## src/rtl/uart_tx_arbiter.sv

```systemverilog
// rtl/uart_tx_arbiter.sv - two-requester round-robin arbiter feeding a UART transmitter
// Optional feature macro: UART_TX_ARB_TIMEOUT_EN (abort WAIT_DONE after TIMEOUT_CYCLES without tx_done)
module uart_tx_arbiter #(
  parameter int DATA_WIDTH     = 8,
  parameter int TIMEOUT_CYCLES = 2000
) (
  input  logic                  clk,
  input  logic                  rst,
  input  logic [1:0]            req_valid,
  input  logic [DATA_WIDTH-1:0] req_data0,
  input  logic [DATA_WIDTH-1:0] req_data1,
  output logic [1:0]            req_ready,
  output logic                  tx_en,
  output logic [DATA_WIDTH-1:0] tx_data,
  input  logic                  tx_done,
  output logic                  busy,
  output logic                  grant_id,
  output logic                  timeout_err
);

  typedef enum logic [1:0] {
    S_IDLE      = 2'd0,
    S_START     = 2'd1,
    S_WAIT_DONE = 2'd2
  } state_t;

  state_t                r_state;
  state_t                w_next_state;
  logic [DATA_WIDTH-1:0] r_tx_data;
  logic                  r_grant;
  // Last requester whose frame finished; reset to 1 so requester 0 wins the first tie
  logic                  r_last_served;
  logic                  r_timeout_err;
  logic                  w_winner;
  logic                  w_accept;
  logic                  w_frame_end;
  logic                  w_timeout;

  // Single valid wins outright; on a tie the requester not served last wins
  always_comb begin
    w_winner = 1'b0;
    if (req_valid == 2'b11) begin
      w_winner = ~r_last_served;
    end else begin
      w_winner = req_valid[1];
    end
  end

  assign w_accept    = (r_state == S_IDLE) && (|req_valid);
  assign w_frame_end = (r_state == S_WAIT_DONE) && (tx_done || w_timeout);

`ifdef UART_TX_ARB_TIMEOUT_EN
  localparam int CNT_W = $clog2(TIMEOUT_CYCLES + 1);
  logic [CNT_W-1:0] r_timeout_cnt;

  // Count WAIT_DONE cycles; cleared whenever the FSM is elsewhere
  always_ff @(posedge clk) begin
    if (rst || (r_state != S_WAIT_DONE)) begin
      r_timeout_cnt <= '0;
    end else begin
      r_timeout_cnt <= r_timeout_cnt + 1'b1;
    end
  end

  assign w_timeout = (r_state == S_WAIT_DONE) && !tx_done &&
                     (r_timeout_cnt == CNT_W'(TIMEOUT_CYCLES - 1));
`else
  logic w_unused_timeout_cfg;
  assign w_unused_timeout_cfg = (TIMEOUT_CYCLES > 0);
  assign w_timeout            = 1'b0;
`endif

  // State register
  always_ff @(posedge clk) begin
    if (rst) begin
      r_state <= S_IDLE;
    end else begin
      r_state <= w_next_state;
    end
  end

  // Next-state logic; tx_done only matters in WAIT_DONE
  always_comb begin
    w_next_state = r_state;
    case (r_state)
      S_IDLE: begin
        if (|req_valid) begin
          w_next_state = S_START;
        end
      end
      S_START: begin
        w_next_state = S_WAIT_DONE;
      end
      S_WAIT_DONE: begin
        if (tx_done || w_timeout) begin
          w_next_state = S_IDLE;
        end
      end
      default: begin
        w_next_state = S_IDLE;
      end
    endcase
  end

  // Outputs decoded from state; req_ready only in the IDLE accept cycle
  always_comb begin
    req_ready = 2'b00;
    tx_en     = 1'b0;
    busy      = 1'b1;
    case (r_state)
      S_IDLE: begin
        busy = 1'b0;
        if (w_accept && !rst) begin
          req_ready[w_winner] = 1'b1;
        end
      end
      S_START: begin
        tx_en = 1'b1;
      end
      default: begin
        tx_en = 1'b0;
      end
    endcase
  end

  // Latch byte and winner on accept; advance round-robin pointer when the frame ends
  always_ff @(posedge clk) begin
    if (rst) begin
      r_tx_data     <= '0;
      r_grant       <= 1'b0;
      r_last_served <= 1'b1;
      r_timeout_err <= 1'b0;
    end else begin
      if (w_accept) begin
        r_tx_data <= w_winner ? req_data1 : req_data0;
        r_grant   <= w_winner;
      end
      if (w_frame_end) begin
        r_last_served <= r_grant;
      end
      r_timeout_err <= w_timeout;
    end
  end

  assign tx_data     = r_tx_data;
  assign grant_id    = r_grant;
  assign timeout_err = r_timeout_err;

endmodule

```

## config.mk

```make
export PLATFORM = sky130hd
export DESIGN_NAME = uart_tx_arbiter
export DESIGN_NICKNAME = d
export VERILOG_FILES = /design/src/rtl/uart_tx_arbiter.sv
export SDC_FILE = /design/constraint.sdc
export NUM_CORES = 1
export LEC_CHECK = 0
export BUFFER_PORTS_ARGS = -buffer_cell sky130_fd_sc_hd__buf_2
export CAP_MARGIN = 15
export CORE_MARGIN = 8
export CORE_UTILIZATION = 44
export DETAILED_ROUTE_END_ITERATION = 8
export PLACE_DENSITY = 0.85
export SYNTH_ARGS = -nofsm -noshare
export SYNTH_HDL_FRONTEND = slang
export SYNTH_SLANG_ARGS = --single-unit
```

## constraint.sdc

```tcl
create_clock -name clk -period 2.9 [get_ports clk]
set_input_delay 0.58 -clock clk [delete_from_list [all_inputs] [get_ports clk]]
set_output_delay 0.58 -clock clk [all_outputs]
set_load 0.05 [all_outputs]
```

After elaboration in Yosys (flattened, before gate mapping)
Index checks and enable logic that the tools add are counted.
{"block": "totals", "input_bits": 21, "word_cells": 31, "output_inout_bits": 14, "reg_bits": 12}
{"block": "op_classes", "n_lt_le_gt_ge": 2, "eq_ne": 5, "reduce_logical": 8, "mux": 11, "bitwise": 1}
{"cell": "two-way mux 2 bit", "count": 4}
{"cell": "two-way mux 8 bit", "count": 1}
{"cell": "case mux 2 bit (3 select lines)", "count": 1}
{"cell": "== test 2 bit, second input constant", "count": 2}
{"cell": "logical AND 1 bit", "count": 4}
{"cell": "two-way mux 1 bit", "count": 4}
{"cell": "== test 2 x 1 -> 1 bit, second input constant", "count": 1}
{"cell": "zero test 2 bit", "count": 1}
{"cell": "< comparator 1 x 2 -> 1 bit, second input constant", "count": 1}
{"cell": "!= test 2 x 1 -> 1 bit, second input constant", "count": 1}
{"cell": "!= test 2 bit, second input constant", "count": 1}
{"cell": "AND reduction 2 bit", "count": 1}
{"cell": "OR reduction 2 bit", "count": 1}
{"cell": "demux 1 bit (select 1 bit)", "count": 1}
{"cell": "greater-or-equal comparator 1 bit, second input constant", "count": 1}
{"cell": "zero test 1 bit", "count": 1}
{"cell": "NOT 1 bit", "count": 1}

Longest topological paths before layout
{"block": "depth", "depth_word": 8, "depth_mapped": 4, "depth_no_buf": 4}

Worst setup path before layout
OpenSTA, ideal clock, no wires.
{"block": "synth_timing", "path_kind": "in2out", "start": "input port req_valid[1]", "end": "output port req_ready[0]", "arrival_ps": 1956, "setup_slack_ps": 364, "required_ps": 2320, "path_buffers": 1, "path_stages": 4, "cell_sequence": "or2_1 buf_6 nand2_1 nor3_1"}
{"block": "synth_between", "elab_chain_len": 8, "word_cells_on_any_way": 12, "classes_between": "order compare: 2; eq/ne: 1; mux: 5; reduce/logical: 4"}
{"element": "start: declaration", "line_no": "9", "source": "input logic [1:0] req_valid,"}
{"element": "== test 2 bit", "line_no": "42", "source": "if (req_valid == 2'b11) begin"}
{"element": "two-way mux 1 bit", "line_no": "42"}
{"element": "< comparator 1 x 2 -> 1 bit (implied by the code) / greater-or-equal comparator 1 bit (equally long branches)", "line_no": "114", "source": "req_ready[w_winner] = 1'b1;"}
{"element": "logical AND 1 bit (implied by the code)", "line_no": "114"}
{"element": "two-way mux 1 bit (implied by the code)", "line_no": "114"}
{"element": "demux 1 bit (select 1 bit)", "line_no": "114"}
{"element": "two-way mux 2 bit *", "line_no": "113", "source": "if (w_accept && !rst) begin"}
{"element": "two-way mux 2 bit *", "line_no": "110", "source": "case (r_state)"}
{"element": "end: declaration", "line_no": "12", "source": "output logic [1:0] req_ready,"}
Mark *: on every way between the ends. The rest lies on a longest branch, timed or not.

Worst setup path after layout
{"block": "layout_timing", "start": "input port req_valid[0]", "end": "output port req_ready[1]"}
The elaborated chain is that of the path after synthesis.

==> results.sh <==
export IMPL_required_ps=2320
export IMPL_wl_per_cell_um=13.38
export IMPL_power_density_nw_per_um2=645.9
export IMPL_synth_area_leaders="dfxtp_1 41%, a311oi_1 12%, nand2_1 11%, a21oi_1 7.7%, buf_6 3.8%"
export IMPL_synth_mux_area_share_pct=1.709
export IMPL_cts_tree="yes"
export IMPL_fin_nets=126
export IMPL_ys_async_sr_fraction_pct=0
export IMPL_portBuffers=33
export IMPL_num_rows=13
export IMPL_synth_main_ff_cell="dfxtp_1"
export IMPL_slew_violations=0
export IMPL_antenna_found_initial=0
export IMPL_rsz0062_at_grt="false"
export IMPL_critPathCaptureType="output port"
export IMPL_grt_overflow=0
export IMPL_top_usage_layer="met2"
export IMPL_fin_crit_sh_pct=76.42
export IMPL_tns_ps=0
export IMPL_drt_iter0_markers=6
export IMPL_grt_max_degree=15
export IMPL_synth_top_cell_area_share_pct=41.03
export IMPL_met1_usage_pct=12.99
export IMPL_leakage_nw=0.3858
export IMPL_start_util_pct=46.15
export IMPL_die_area_um2=2754
export IMPL_grtUsageMet2_pct=21.74
export IMPL_synthXorXnorAreaFrac_pct=0
export IMPL_synth_simple_gate_area_share_pct=23.50
export IMPL_grt_use_total_pct=12.54
export IMPL_finalSetupViolations=0
export IMPL_irDropWorstVdd_mv=0.3533
export IMPL_dieHeight_um=52.48
export IMPL_grt_pass1_vias=658
export IMPL_yosysUniqueCellTypes=22
export IMPL_synth_compound_area_share_pct=25.43
export IMPL_drcViolationCount=0
export IMPL_critical_path_slowest_cell="or2_1"
export IMPL_drt_vias_per_instance=5.244
export IMPL_synthCells=71
export IMPL_ys_ff_latch=12
export IMPL_io_pins=35
export IMPL_ys_seq_area_share_pct=41.03
export IMPL_fmax_mhz=451.3
export IMPL_cts_hold_buffers=0
export IMPL_status="finished clean"
export IMPL_maxCapViolCount=0
export IMPL_place_gp_congestion=0.6966
export IMPL_r2r_cells=5
export IMPL_power_total_mw=0.4986
export IMPL_cts_buffers=3
export IMPL_r2r_start="r_state[1]"
export IMPL_cts_sinks=12
export IMPL_firstDrtPassIters=4
export IMPL_cts_max_path_buffers=2
export IMPL_synth_area_per_cell_um2=8.247
export IMPL_gr_usage_met3_pct=5.114
export IMPL_path_cells="buf_2 > or2_1 > nand2_1 > nor3_1 > buf_2"
export IMPL_coreArea_um2=1269
export IMPL_period_minus_slack_ps=2216
export IMPL_mostFrequentLayoutCell="buf_2"
export IMPL_ctsResizeCount=0
export IMPL_worst_hold_path_num_cells=2
export IMPL_area_growth_pct=31.84
export IMPL_cp_start_kind="primary input"
export IMPL_crit_arrival_ps=1640
export IMPL_ff2ff_setup_slack_ps=1630
export IMPL_root_buffer="clkbuf_4"
export IMPL_critPathKind="primary input to output port"
export IMPL_post_cts_repair_setup_buffers=0
export IMPL_synth_edf_count=0
export IMPL_ant_nets=0
export IMPL_wl_um=1592
export IMPL_skew_ps=3.755
export IMPL_clk_insertion_delay_late_ps=280
export IMPL_synth_top_family_by_area="compound AO/OA/AOI/OAI gates"
export IMPL_synthAdderAreaFrac_pct=0
export IMPL_final_hold_viol_count=0
export IMPL_layout_drive_gt1_share_pct=38.46
export IMPL_ys_warn_count=0
export IMPL_synth_fp_nets=92
export IMPL_place_hpwl_um=1226
export IMPL_crit_top_cell="buf_2"
export IMPL_hp_class="register to register"
export IMPL_min_from="grant_id"
export IMPL_yosys_area_top_type="dfxtp_1"
export IMPL_worst_r2r_endpoint="tx_data[5]"
export IMPL_clk_pin_slew_ps=70
export IMPL_crit_path_max_incr_delay_ps=290
export IMPL_most_common_layout_cells="33 x buf_2, 17 x nand2_1, 12 x dfxtp_1"
export IMPL_htreeDepth=1
export IMPL_die_w_um=52.48
export IMPL_syn_area_um2=585.6
export IMPL_antenna_cells=0
export IMPL_vias=624
export IMPL_min_to="grant_id"
export IMPL_grt_first_pass_wirelength_um=2684
export IMPL_cp_max_fo=10
==> stage by stage <==
stage               area, um^2  hold WS, ps  setup WS (ps)  utilization (%)  instances
floorplan                585.6        532.6          364.2                -         71
CTS                      772.0        503.4          689.8            60.85        119
finish                   772.0        498.1          684.0            60.85        119
global route             772.0        536.5          557.5            60.85        119
detailed placement       735.7        492.8          684.5            57.99        115
global placement         735.7        490.0          736.6            57.99        115
==> cell usage after synthesis (2+ instances only) <==
cell type	count
buf_4	2
nor3_1	2
a21oi_1	9
dfxtp_1	12
a311oi_1	8
buf_6	2
nor2_1	5
nand2_1	17
==> worst max-delay path, delay by kind of cell <==
| kind | cells | cell delay [ps] |
|---|---|---|
| simple gates | 3 | 620 |
| buf+inv | 2 | 420 |
==> power by group <==
part / switching, mW / internal [mW]
Combinational: 0.121 / 0.0480
Sequential: 0.0106 / 0.183
Clock: 0.0599 / 0.0765
Total: 0.192 / 0.307
==> metal layers <==
layer / part of all wire (%) / vias up / wire [um]
met4: 1.4 / 0 / 23
li1: - / 316 / -
met3: 7.9 / 6 / 126
met2: 48 / 28 / 763
met1: 43 / 274 / 678
met5: 0 / - / 0
==> logic make-up (layout without fill, tap and decap cells) <==
logic type / after synthesis / in the layout
DFF: 12 / 12
and+or+nand+nor: 31 / 31
AOI/OAI and AO/OA: 20 / 20
other: 1 / 1
buffers and inverters: 6 / 39
muxes: 1 / 1
==> flip-flops by register name (all words and copies together) (netlist names) <==
name and count:
r_state 2, grant_id 1, r_last_served 1, tx_data 8
==> worst max-delay path by stage <==
stage / start / to / slack, ps / depth (start not counted)
2_1_floorplan: req_valid[1] / req_ready[0] / 360 / 4
3_3_place_gp: req_valid[0] / req_ready[0] / 740 / 5
3_5_place_dp: req_valid[0] / req_ready[1] / 680 / 5
4_1_cts: req_valid[0] / req_ready[1] / 690 / 5
5_1_grt: req_valid[0] / req_ready[1] / 560 / 5
6_report: req_valid[0] / req_ready[1] / 680 / 5
==> cell type report <==
class	instances	area, um^2
Fill cell	121	496.7
Multi-Input combinational cell	53	300.3
Inverter	1	3.754
Sequential cell	12	240.2
Clock buffer	4	36.28
Timing Repair Buffer	34	172.7
Tap cell	15	18.77
Power figures use the tool's default switching activity.
